===== src/rtl/dsp_seq_pkg.sv =====
// dsp_seq_pkg: shared definitions for the fifo36 sequence checker.
// State encoding, fifo36 flag positions, control register offset and
// sequence arithmetic helpers. S_DROP exists only when SEQ_STALE_DROP_EN
// is defined.
package dsp_seq_pkg;

  typedef enum logic [1:0] {
    S_SEQ   = 2'd0,
    S_FIRST = 2'd1,
`ifdef SEQ_STALE_DROP_EN
    S_BODY  = 2'd2,
    S_DROP  = 2'd3
`else
    S_BODY  = 2'd2
`endif
  } state_t;

  localparam int SOF_BIT = 32;
  localparam int EOF_BIT = 33;

  localparam logic [7:0] CTRL_OFFSET = 8'd0;

  // Next in-order sequence number; 0xFFFFFFFF wraps to 0.
  function automatic logic [31:0] seq_next(input logic [31:0] seq);
    return seq + 32'd1;
  endfunction

  // A word is stale (old or duplicate) when (data - expected) is negative
  // as a signed 32-bit value.
  function automatic logic seq_is_stale(input logic [31:0] data,
                                        input logic [31:0] expected);
    logic [31:0] diff;
    diff = data - expected;
    return diff[31];
  endfunction

endpackage


===== src/rtl/setting_reg.sv =====
// setting_reg: one register on the setting bus.
// Loads din when strobe is high and addr matches MY_ADDR. Cleared by the
// asynchronous reset and by the synchronous clear.
module setting_reg #(
  parameter logic [7:0] MY_ADDR  = 8'd0,
  parameter int         WIDTH    = 1,
  parameter logic [WIDTH-1:0] AT_RESET = {WIDTH{1'b0}}
) (
  input  logic             clk,
  input  logic             rst_n,
  input  logic             clr,
  input  logic             strobe,
  input  logic [7:0]       addr,
  input  logic [WIDTH-1:0] din,
  output logic [WIDTH-1:0] dout
);

  logic [WIDTH-1:0] value_r;

  // Hold the register value; write on an address match.
  always_ff @(posedge clk or negedge rst_n) begin
    if (!rst_n) begin
      value_r <= AT_RESET;
    end else if (clr) begin
      value_r <= AT_RESET;
    end else if (strobe && (addr == MY_ADDR)) begin
      value_r <= din;
    end else begin
      value_r <= value_r;
    end
  end

  assign dout = value_r;

endmodule


===== src/rtl/dsp_seq_checker36.sv =====
// dsp_seq_checker36: strips the leading UDP sequence word of each fifo36
// frame, checks it against last_seq + 1 and forwards the rest of the frame
// with SOF moved onto the VRT header line, through a registered output stage.
// Optional feature: SEQ_STALE_DROP_EN drops frames whose sequence word is
// stale or duplicated.
module dsp_seq_checker36
  import dsp_seq_pkg::*;
#(
  parameter logic [7:0] BASE = 8'd0
) (
  input  logic        clk,
  input  logic        rst_n,
  input  logic        clr,
  input  logic        set_stb,
  input  logic [7:0]  set_addr,
  input  logic [31:0] set_data,
  input  logic [35:0] inp_data,
  input  logic        inp_valid,
  output logic        inp_ready,
  output logic [35:0] out_data,
  output logic        out_valid,
  input  logic        out_ready,
  output logic        seq_err,
  output logic [31:0] seq_err_count,
  output logic [15:0] runt_count,
  output logic [31:0] last_seq
);

  state_t      state_r;
  state_t      state_s;

  logic        check_en_s;
  logic        ctrl_wr_s;
  logic        synced_r;
  logic [31:0] last_seq_r;
  logic [31:0] expected_s;
  logic [31:0] seq_err_count_r;
  logic [15:0] runt_count_r;
  logic        seq_err_r;
  logic [35:0] out_data_r;
  logic        out_valid_r;

  logic        sof_s;
  logic        eof_s;
  logic        fwd_ready_s;
  logic        check_active_s;
  logic        inp_ready_s;
  logic        load_s;
  logic        force_sof_s;
  logic        capture_s;
  logic        update_seq_s;
  logic        runt_s;
  logic        mismatch_s;
  logic [35:0] load_data_s;
  logic        unused_set_data_s;

  setting_reg #(
    .MY_ADDR  (BASE + CTRL_OFFSET),
    .WIDTH    (1),
    .AT_RESET (1'b0)
  ) u_ctrl (
    .clk    (clk),
    .rst_n  (rst_n),
    .clr    (clr),
    .strobe (set_stb),
    .addr   (set_addr),
    .din    (set_data[0:0]),
    .dout   (check_en_s)
  );

  assign unused_set_data_s = ^set_data[31:1];

  assign ctrl_wr_s      = set_stb && (set_addr == (BASE + CTRL_OFFSET));
  assign sof_s          = inp_data[SOF_BIT];
  assign eof_s          = inp_data[EOF_BIT];
  assign expected_s     = seq_next(last_seq_r);
  assign fwd_ready_s    = !out_valid_r || out_ready;
  assign check_active_s = check_en_s && synced_r;

  // Next state, input handshake and per-line actions.
  always_comb begin
    state_s      = state_r;
    inp_ready_s  = 1'b1;
    load_s       = 1'b0;
    force_sof_s  = 1'b0;
    capture_s    = 1'b0;
    update_seq_s = 1'b0;
    runt_s       = 1'b0;
    mismatch_s   = 1'b0;
    case (state_r)
      S_SEQ: begin
        inp_ready_s = 1'b1;
        if (inp_valid && sof_s) begin
          capture_s  = 1'b1;
          runt_s     = eof_s;
          mismatch_s = check_active_s && (inp_data[31:0] != expected_s);
`ifdef SEQ_STALE_DROP_EN
          if (check_active_s && seq_is_stale(inp_data[31:0], expected_s)) begin
            update_seq_s = 1'b0;
            state_s      = eof_s ? S_SEQ : S_DROP;
          end else begin
            update_seq_s = 1'b1;
            state_s      = eof_s ? S_SEQ : S_FIRST;
          end
`else
          update_seq_s = 1'b1;
          state_s      = eof_s ? S_SEQ : S_FIRST;
`endif
        end else begin
          state_s = S_SEQ;
        end
      end
      S_FIRST: begin
        inp_ready_s = fwd_ready_s;
        if (inp_valid && fwd_ready_s) begin
          load_s      = 1'b1;
          force_sof_s = 1'b1;
          state_s     = eof_s ? S_SEQ : S_BODY;
        end else begin
          state_s = S_FIRST;
        end
      end
      S_BODY: begin
        inp_ready_s = fwd_ready_s;
        if (inp_valid && fwd_ready_s) begin
          load_s  = 1'b1;
          state_s = eof_s ? S_SEQ : S_BODY;
        end else begin
          state_s = S_BODY;
        end
      end
`ifdef SEQ_STALE_DROP_EN
      S_DROP: begin
        inp_ready_s = 1'b1;
        if (inp_valid && eof_s) begin
          state_s = S_SEQ;
        end else begin
          state_s = S_DROP;
        end
      end
`endif
      default: begin
        inp_ready_s = 1'b1;
        state_s     = S_SEQ;
      end
    endcase
  end

  // VRT header line gets SOF re-asserted; other lines pass unchanged.
  always_comb begin
    load_data_s = inp_data;
    if (force_sof_s) begin
      load_data_s[SOF_BIT] = 1'b1;
    end else begin
      load_data_s[SOF_BIT] = inp_data[SOF_BIT];
    end
  end

  // Frame state register.
  always_ff @(posedge clk or negedge rst_n) begin
    if (!rst_n) begin
      state_r <= S_SEQ;
    end else if (clr) begin
      state_r <= S_SEQ;
    end else begin
      state_r <= state_s;
    end
  end

  // Output register: load on input transfer, empty on drain without reload.
  always_ff @(posedge clk or negedge rst_n) begin
    if (!rst_n) begin
      out_valid_r <= 1'b0;
      out_data_r  <= 36'd0;
    end else if (clr) begin
      out_valid_r <= 1'b0;
      out_data_r  <= 36'd0;
    end else if (load_s) begin
      out_valid_r <= 1'b1;
      out_data_r  <= load_data_s;
    end else if (out_ready) begin
      out_valid_r <= 1'b0;
      out_data_r  <= out_data_r;
    end else begin
      out_valid_r <= out_valid_r;
      out_data_r  <= out_data_r;
    end
  end

  // Captured sequence word and sync flag; a control write forgets sync.
  always_ff @(posedge clk or negedge rst_n) begin
    if (!rst_n) begin
      last_seq_r <= 32'd0;
      synced_r   <= 1'b0;
    end else if (clr) begin
      last_seq_r <= 32'd0;
      synced_r   <= 1'b0;
    end else begin
      if (update_seq_s) begin
        last_seq_r <= inp_data[31:0];
      end else begin
        last_seq_r <= last_seq_r;
      end
      if (ctrl_wr_s) begin
        synced_r <= 1'b0;
      end else if (capture_s) begin
        synced_r <= 1'b1;
      end else begin
        synced_r <= synced_r;
      end
    end
  end

  // Mismatch pulse and saturating counters; a control write clears the counts.
  always_ff @(posedge clk or negedge rst_n) begin
    if (!rst_n) begin
      seq_err_r       <= 1'b0;
      seq_err_count_r <= 32'd0;
      runt_count_r    <= 16'd0;
    end else if (clr) begin
      seq_err_r       <= 1'b0;
      seq_err_count_r <= 32'd0;
      runt_count_r    <= 16'd0;
    end else begin
      seq_err_r <= mismatch_s;
      if (ctrl_wr_s) begin
        seq_err_count_r <= 32'd0;
      end else if (mismatch_s && (seq_err_count_r != 32'hFFFF_FFFF)) begin
        seq_err_count_r <= seq_err_count_r + 32'd1;
      end else begin
        seq_err_count_r <= seq_err_count_r;
      end
      if (ctrl_wr_s) begin
        runt_count_r <= 16'd0;
      end else if (runt_s && (runt_count_r != 16'hFFFF)) begin
        runt_count_r <= runt_count_r + 16'd1;
      end else begin
        runt_count_r <= runt_count_r;
      end
    end
  end

  assign inp_ready     = inp_ready_s;
  assign out_data      = out_data_r;
  assign out_valid     = out_valid_r;
  assign seq_err       = seq_err_r;
  assign seq_err_count = seq_err_count_r;
  assign runt_count    = runt_count_r;
  assign last_seq      = last_seq_r;

endmodule


===== config.mk =====
export PLATFORM = sky130hd
export DESIGN_NAME = dsp_seq_checker36
export DESIGN_NICKNAME = d
export VERILOG_FILES = /design/src/rtl/dsp_seq_pkg.sv /design/src/rtl/setting_reg.sv /design/src/rtl/dsp_seq_checker36.sv
export SDC_FILE = /design/constraint.sdc
export NUM_CORES = 1
export LEC_CHECK = 0
export CELL_PAD_IN_SITES_DETAIL_PLACEMENT = 1
export CELL_PAD_IN_SITES_GLOBAL_PLACEMENT = 1
export CORE_ASPECT_RATIO = 2
export CORE_UTILIZATION = 35
export CTS_CLUSTER_SIZE = 30
export DETAILED_ROUTE_END_ITERATION = 10
export PLACE_DENSITY = 0.85
export SLEW_MARGIN = 20
export SYNTH_ARGS = -nofsm -noshare
export SYNTH_HDL_FRONTEND = slang
export SYNTH_SLANG_ARGS = --single-unit

===== constraint.sdc =====
create_clock -name clk -period 3.5 [get_ports clk]
set_clock_uncertainty 0.1 [all_clocks]
set_input_delay 0.35 -clock clk [delete_from_list [all_inputs] [get_ports clk]]
set_output_delay 0.35 -clock clk [all_outputs]
set_load 0.03 [all_outputs]

Yosys cells after proc, flatten, opt, wreduce, memory -nomap -nowiden --
Index checks and enable logic that the tools add are counted.
Operators by class: $add $sub $neg 3, eq/ne operators 5, mux-type cells 37, reduce and logical (&&, ||, !) cells 19
Operator list (number):
- 32-bit 2-to-1 mux | 5
- 36-bit 2-to-1 mux | 2
- 32-bit by 1-bit adder with 32-bit output, second input constant | 2
- 16-bit 2-to-1 mux | 3
- 32-bit inequality test | 1
- 32-bit inequality test, second input constant | 1
- 1-bit 2-to-1 mux | 22
- 16-bit by 1-bit adder with 16-bit output, second input constant | 1
- 16-bit inequality test, second input constant | 1
- 3-bit nonzero test | 4
- 8-bit logical NOT | 1
- 2-bit 2-to-1 mux | 4
- 1-bit logical AND | 7
- 2-bit one-hot mux with 3 select lines | 1
- 2-bit nonzero test | 3
- 2-bit by 1-bit equality test with 1-bit output, second input constant | 1
- 2-bit equality test, second input constant | 1
- 2-bit logical NOT | 1
- 2-bit OR reduction | 1
- 1-bit logical NOT | 1
- 1-bit logical OR | 1
Storage, ports and cells: register bits after elaboration 122, input bits 82, output and inout bits 119, logic and storage cells 73

Logic depth before layout (Yosys ltp) --
depth after elaboration 9, depth in mapped cells 13

Cells and area by module --
Synthesis repeated with hierarchy kept, for this count alone.
Unflattened totals: cell total of the unflattened synthesis 812, area, all modules 6942.9 sq um
By module, submodules not included:
- dsp_seq_checker36 | instances 1, cells an instance 804, area an instance 6866.6 sq um
- setting_reg | instances 1, cells an instance 8, area an instance 76.3 sq um

Worst setup path after synthesis --
OpenSTA, ideal clock, no wires.
kind register -> register, from register last_seq_r[2] (netlist: last_seq[2]), to register seq_err_count_r[4] (netlist: seq_err_count[4]), library setup time 67 ps, arrival 2977 ps, data required time 3333 ps, slack 357 ps, cell stages (with the launch flop) 13, clock period less this slack 3143 ps, cell sequence dfrtp_1 -> buf_2 -> nand4_2 -> nor4_4 -> nand3_1 -> xnor2_1 -> mux2i_1 -> nor2_1 -> o211a_1 -> buf_6 -> buf_2 -> or4b_2 -> nand2_1
On the way: word-level cells in the longest chain between the ends 7
RTL lines:
- from (decl) | RTL line dsp_seq_checker36.sv:35 | logic [31:0] last_seq_r;
- from (signal assigned) | RTL line dsp_seq_checker36.sv:200 | last_seq_r <= inp_data[31:0];
- from (signal assigned) | RTL line dsp_seq_checker36.sv:202 | last_seq_r <= last_seq_r;
- 32-bit by 1-bit adder with 32-bit output | RTL line dsp_seq_pkg.sv:25 | return seq + 32'd1;
- 32-bit inequality test | RTL line dsp_seq_checker36.sv:96 | mismatch_s = check_active_s && (inp_data[31:0] != expected_s);
- 1-bit logical AND | RTL line dsp_seq_checker36.sv:96
- 1-bit 2-to-1 mux | RTL line dsp_seq_checker36.sv:93 | if (inp_valid && sof_s) begin
- 1-bit 2-to-1 mux | RTL line dsp_seq_checker36.sv:90 | case (state_r)
- 1-bit logical AND | RTL line dsp_seq_checker36.sv:228 | end else if (mismatch_s && (seq_err_count_r != 32'hFFFF_FFFF)) begin
- 3-bit nonzero test (no source line)
- to (signal assigned) | RTL line dsp_seq_checker36.sv:229 | seq_err_count_r <= seq_err_count_r + 32'd1;
- to (signal assigned) | RTL line dsp_seq_checker36.sv:231 | seq_err_count_r <= seq_err_count_r;
- to (decl) | RTL line dsp_seq_checker36.sv:37 | logic [31:0] seq_err_count_r;
Every way passes these cells. A chain may end at the register's enable or synchronous reset.

Worst setup path in the final report --
from register last_seq_r[5] (netlist: last_seq[5]), to register seq_err_count_r[31] (netlist: seq_err_count[31])
Same word-level chain as after synthesis.

==> metrics.md <==
| Metric | Value |
|---|---|
| Status | `complete, no violations` |
| P_sw | `0.000896 W` |
| Cell area after synthesis | `6840 µm²` |
| Crit path required time | `about 3.7 ns` |
| Syn_nets | `~870` |
| Setup_tns | `0 ns` |
| Max cap viols | `0` |
| WS Path Type | `reg -> reg` |
| CTS tree | `yes` |
| Power Total | `0.00349 W` |
| Layout fillers | `2,273` |
| Unrepaired setup endpoints after global routing | `no` |
| Clk buf depth | `2` |
| Final Core Density | `0.483` |
| Internal power | `0.00259 W` |
| First-pass GRT wire length | `36,900 µm` |
| Vias in the first global route | `7,011` |
| CTS root buf | `clkbuf_16` |
| Avg Cell Area, Syn | `8.71 µm²` |
| Port buffer count | `around 170` |
| Nets | `1,034` |
| #FFs+latches synth | `about 120` |
| Share of layout cells above drive strength 1 | `0.0639` |
| Post-synthesis cell count | `785` |
| Drc violations | `0` |
| Die span in y | `roughly 200 µm` |
| Synth cell types | `59` |
| Post-synthesis sequential area ratio | `0.447` |
| Cells along the critical path | `nand4_4 > nor4_4 > and3_4 > xnor2_1 > a211o_1 > a2111oi_2 > o211a_1 > buf_12 > nor4_1 > mux2i_1` |
| Starting Density | `0.355` |
| CP max stage delay | `0.54 ns` |
| TritonRoute pass-1 iters | `4` |
| Largest net degree at the start of global routing | `75` |
| Worst hold slack | `0.383 ns` |
| Antenna viol nets, final | `0` |
| Crit start category | `register` |
| Synth-to-layout area growth | `36.3%` |
| Inserted Diodes | `0` |
| GP Congestion | `0.948` |
| Flop pwr share | `0.425` |
| Logic pwr share | `0.122` |
| Worst min-delay path category | `in -> async` |
| Worst rel slew slack | `0.452` |
| Top FF cell, synth | `dfrtp_1` |
| Clock share of power | `0.453` |
| Maximum vdd drop | `approximately 0.00030 V` |
| Final WL | `23,400 µm` |
| Die W | `101 µm` |
| Die ar. | `20,100 µm²` |
| Total number of vias | `6,721` |
| Clk_lat worst skew | `0.42 ns` |
| Final Hold Viols | `0` |
| Post-synth EDFFs | `0` |
| Maximum clock rate | `a little over 300 MHz` |
| Worst-path clk slew | `approximately 0.06 ns` |
| Total grt overflow | `0` |
| Total clock sinks | `122` |
| Worst-Margin Slew | `0.820 ns` |
| Crit path time final | `3.29 ns` |
| Multi-input gate area | `3520 µm²` |
| Leakage | `3.60 nW` |
| Worst path arrival time | `3.48 ns` |
| Synth warn | `0` |
| Tcrit/Tclk final | `0.941` |
| Max Slew Vio Count | `0` |
| Switching share of power | `0.257` |
| Fraction of registers with async set/reset | `1.00` |
| Number of DRC markers in iteration 0 | `263` |
| Std cell rows | `72` |
| CP endpoint kind | `register` |
| Crit-path max FO | `64` |
| Htree depth | `4` |
| Via/cell ratio | `5.54` |
| Antenna violations before repair | `0` |
| CP max-delay cell | `dfrtp_1` |
| CTS Buf Count | `17` |
| I/O Pins | `201` |
| Cell area power density | `374 nW/µm²` |
| Total area of sequential cells | `3050 µm²` |
| Core Area | `19,300 µm²` |
| Wire per inst | `roughly 19 µm` |
| Dpl hpwl | `17,100 µm` |
| Final setup vio count | `0` |
| Gr usage total | `0.242` |
## sequential cells by signal, indices dropped and copies added (netlist names)
name           cells
seq_err_count     32
out_data          36
seq_err            1
synced_r           1
state_r            2
u_ctrl.dout        1
last_seq          32
out_valid          1
runt_count        16
## path summary, 6_finish.rpt
path | from | slack (ns) | end | depth (start not counted)
setup / recovery | last_seq[5]$_DFFE_PN0P_ | 0.21 | seq_err_count[31]$_DFFE_PN0P_ | 10
hold / removal | rst_n | 0.38 | last_seq[14]$_DFFE_PN0P_ | 2
setup reg to reg | last_seq[5]$_DFFE_PN0P_ | 0.21 | seq_err_count[31]$_DFFE_PN0P_ | 10
hold reg to reg | synced_r$_DFFE_PN0P_ | 0.39 | synced_r$_DFFE_PN0P_ | 2
max in group asynchronous | rst_n | 2.07 | out_data[33]$_DFFE_PN0P_ | 3
min in group clk | inp_data[34] | 0.38 | out_data[34]$_DFFE_PN0P_ | 3
## critical path, delay by kind of cell, from the launching register on
| kind | cells | cell delay (ns) |
|---|---|---|
| flops | 1 | 0.54 |
| simple gates | 4 | 1.12 |
| mux | 1 | 0.14 |
| xor+xnor | 1 | 0.07 |
| buf+inv | 1 | 0.25 |
| compound gates | 3 | 0.91 |
## stage by stage
step	instance area (µm²)	std cells	worst slack, ns
global route	9320	1214	0.00552
finish	9320	1214	0.205
global placement	8790	1184	0.284
CTS	9310	1214	0.158
floorplan	6840	785	0.357
detailed placement	8790	1184	0.228
## power by group through the flow
stage               combinational, W  clock, W  sequential (W)
global route                0.000460   0.00168         0.00149
global placement            0.000422         0         0.00150
finish                      0.000426   0.00158         0.00148
floorplan                   0.000158         0         0.00154
detailed placement          0.000429         0         0.00150
CTS                         0.000432   0.00163         0.00148
## repair_timing
| item | CTS | global route |
|---|---|---|
| buffers inserted | 0 | 0 |
| hold buffers | 1 | 0 |
| hold endpoints to repair | 40 | 0 |
| endpoints found under the setup margin | 0 | 30 |
| gates resized for setup | 0 | 1 |
## cells by family after synthesis
family	Yosys count	share of synthesized area
buffers and inverters	57	0.0397
XOR/XNOR	53	0.0679
AO/OA/AOI/OAI	165	0.142
AND/OR/NAND/NOR	372	0.277
adder cells (fa/ha/maj)	7	0.0128
flip-flops	122	0.447
multiplexers	9	0.0135
## synthesized netlist by cell type (3+ instances only)
library cell,count,area (µm²)
nand2_1,171,642
dfrtp_1,122,3050
a21oi_1,105,526
nand3_1,37,185
clkbuf_1,36,135
nor2_1,33,124
xnor2_1,29,254
xor2_1,24,210
o31ai_1,23,173
or4_1,23,173
nand4_1,19,119
and3_1,18,113
and4_1,11,96.3
nor3_1,11,55.1
buf_2,9,45.0
nor4_1,8,50.1
ha_1,7,87.6
mux2i_1,7,70.1
or3_1,7,43.8
a31oi_1,6,37.5
nor2b_1,6,37.5
o21ai_0,6,30.0
and2_1,5,31.3
nand2b_1,5,31.3
buf_6,4,45.0
inv_1,4,15.0
nand4b_1,4,35.0
o21ai_1,4,20.0
o211ai_1,3,22.5
o41ai_1,3,26.3
or4b_1,3,30.0
## cell type report
type / instances / share of cell area
clock buffer: 25 / 0.0499
clock inverter: 4 / 0.00483
inverter: 4 / 0.00161
multi-input combinational: 606 / 0.377
sequential: 122 / 0.328
tap: 259 / 0.0348
timing repair buffer: 194 / 0.204
## placed cells by master (no fill, tap or decap), types with 2 or more instances in the layout
master,count
o31ai_1,23
a21oi_1,105
clkbuf_1,7
nor2_1,33
dfrtp_1,122
o21ai_0,6
or4b_1,3
or3_1,7
xor2_1,24
nor4_1,8
clkbuf_16,17
inv_1,4
a31oi_1,6
a31o_2,2
nand4b_1,4
xnor2_1,29
ha_1,7
nand3b_1,2
and2_1,5
and4_1,11
nand3_1,37
clkinv_2,3
nor3_1,10
or4_1,23
nand4_1,19
mux2i_1,7
and3_1,18
nand2_1,171
o41ai_1,3
a211o_1,2
buf_12,2
nand2b_1,5
buf_4,23
o211ai_1,3
clkdlybuf4s50_1,167
nor2b_1,6
a211oi_1,2
o21ai_1,4
## layer usage
metal	track usage	up-vias	wire length (µm)
met1	0.229	3348	8050
met5	0	-	0
li1	-	3120	-
met4	0.157	0	1300
met2	0.458	186	13200
met3	0.0497	67	831
No activity file was read; power rests on OpenSTA's default activity.
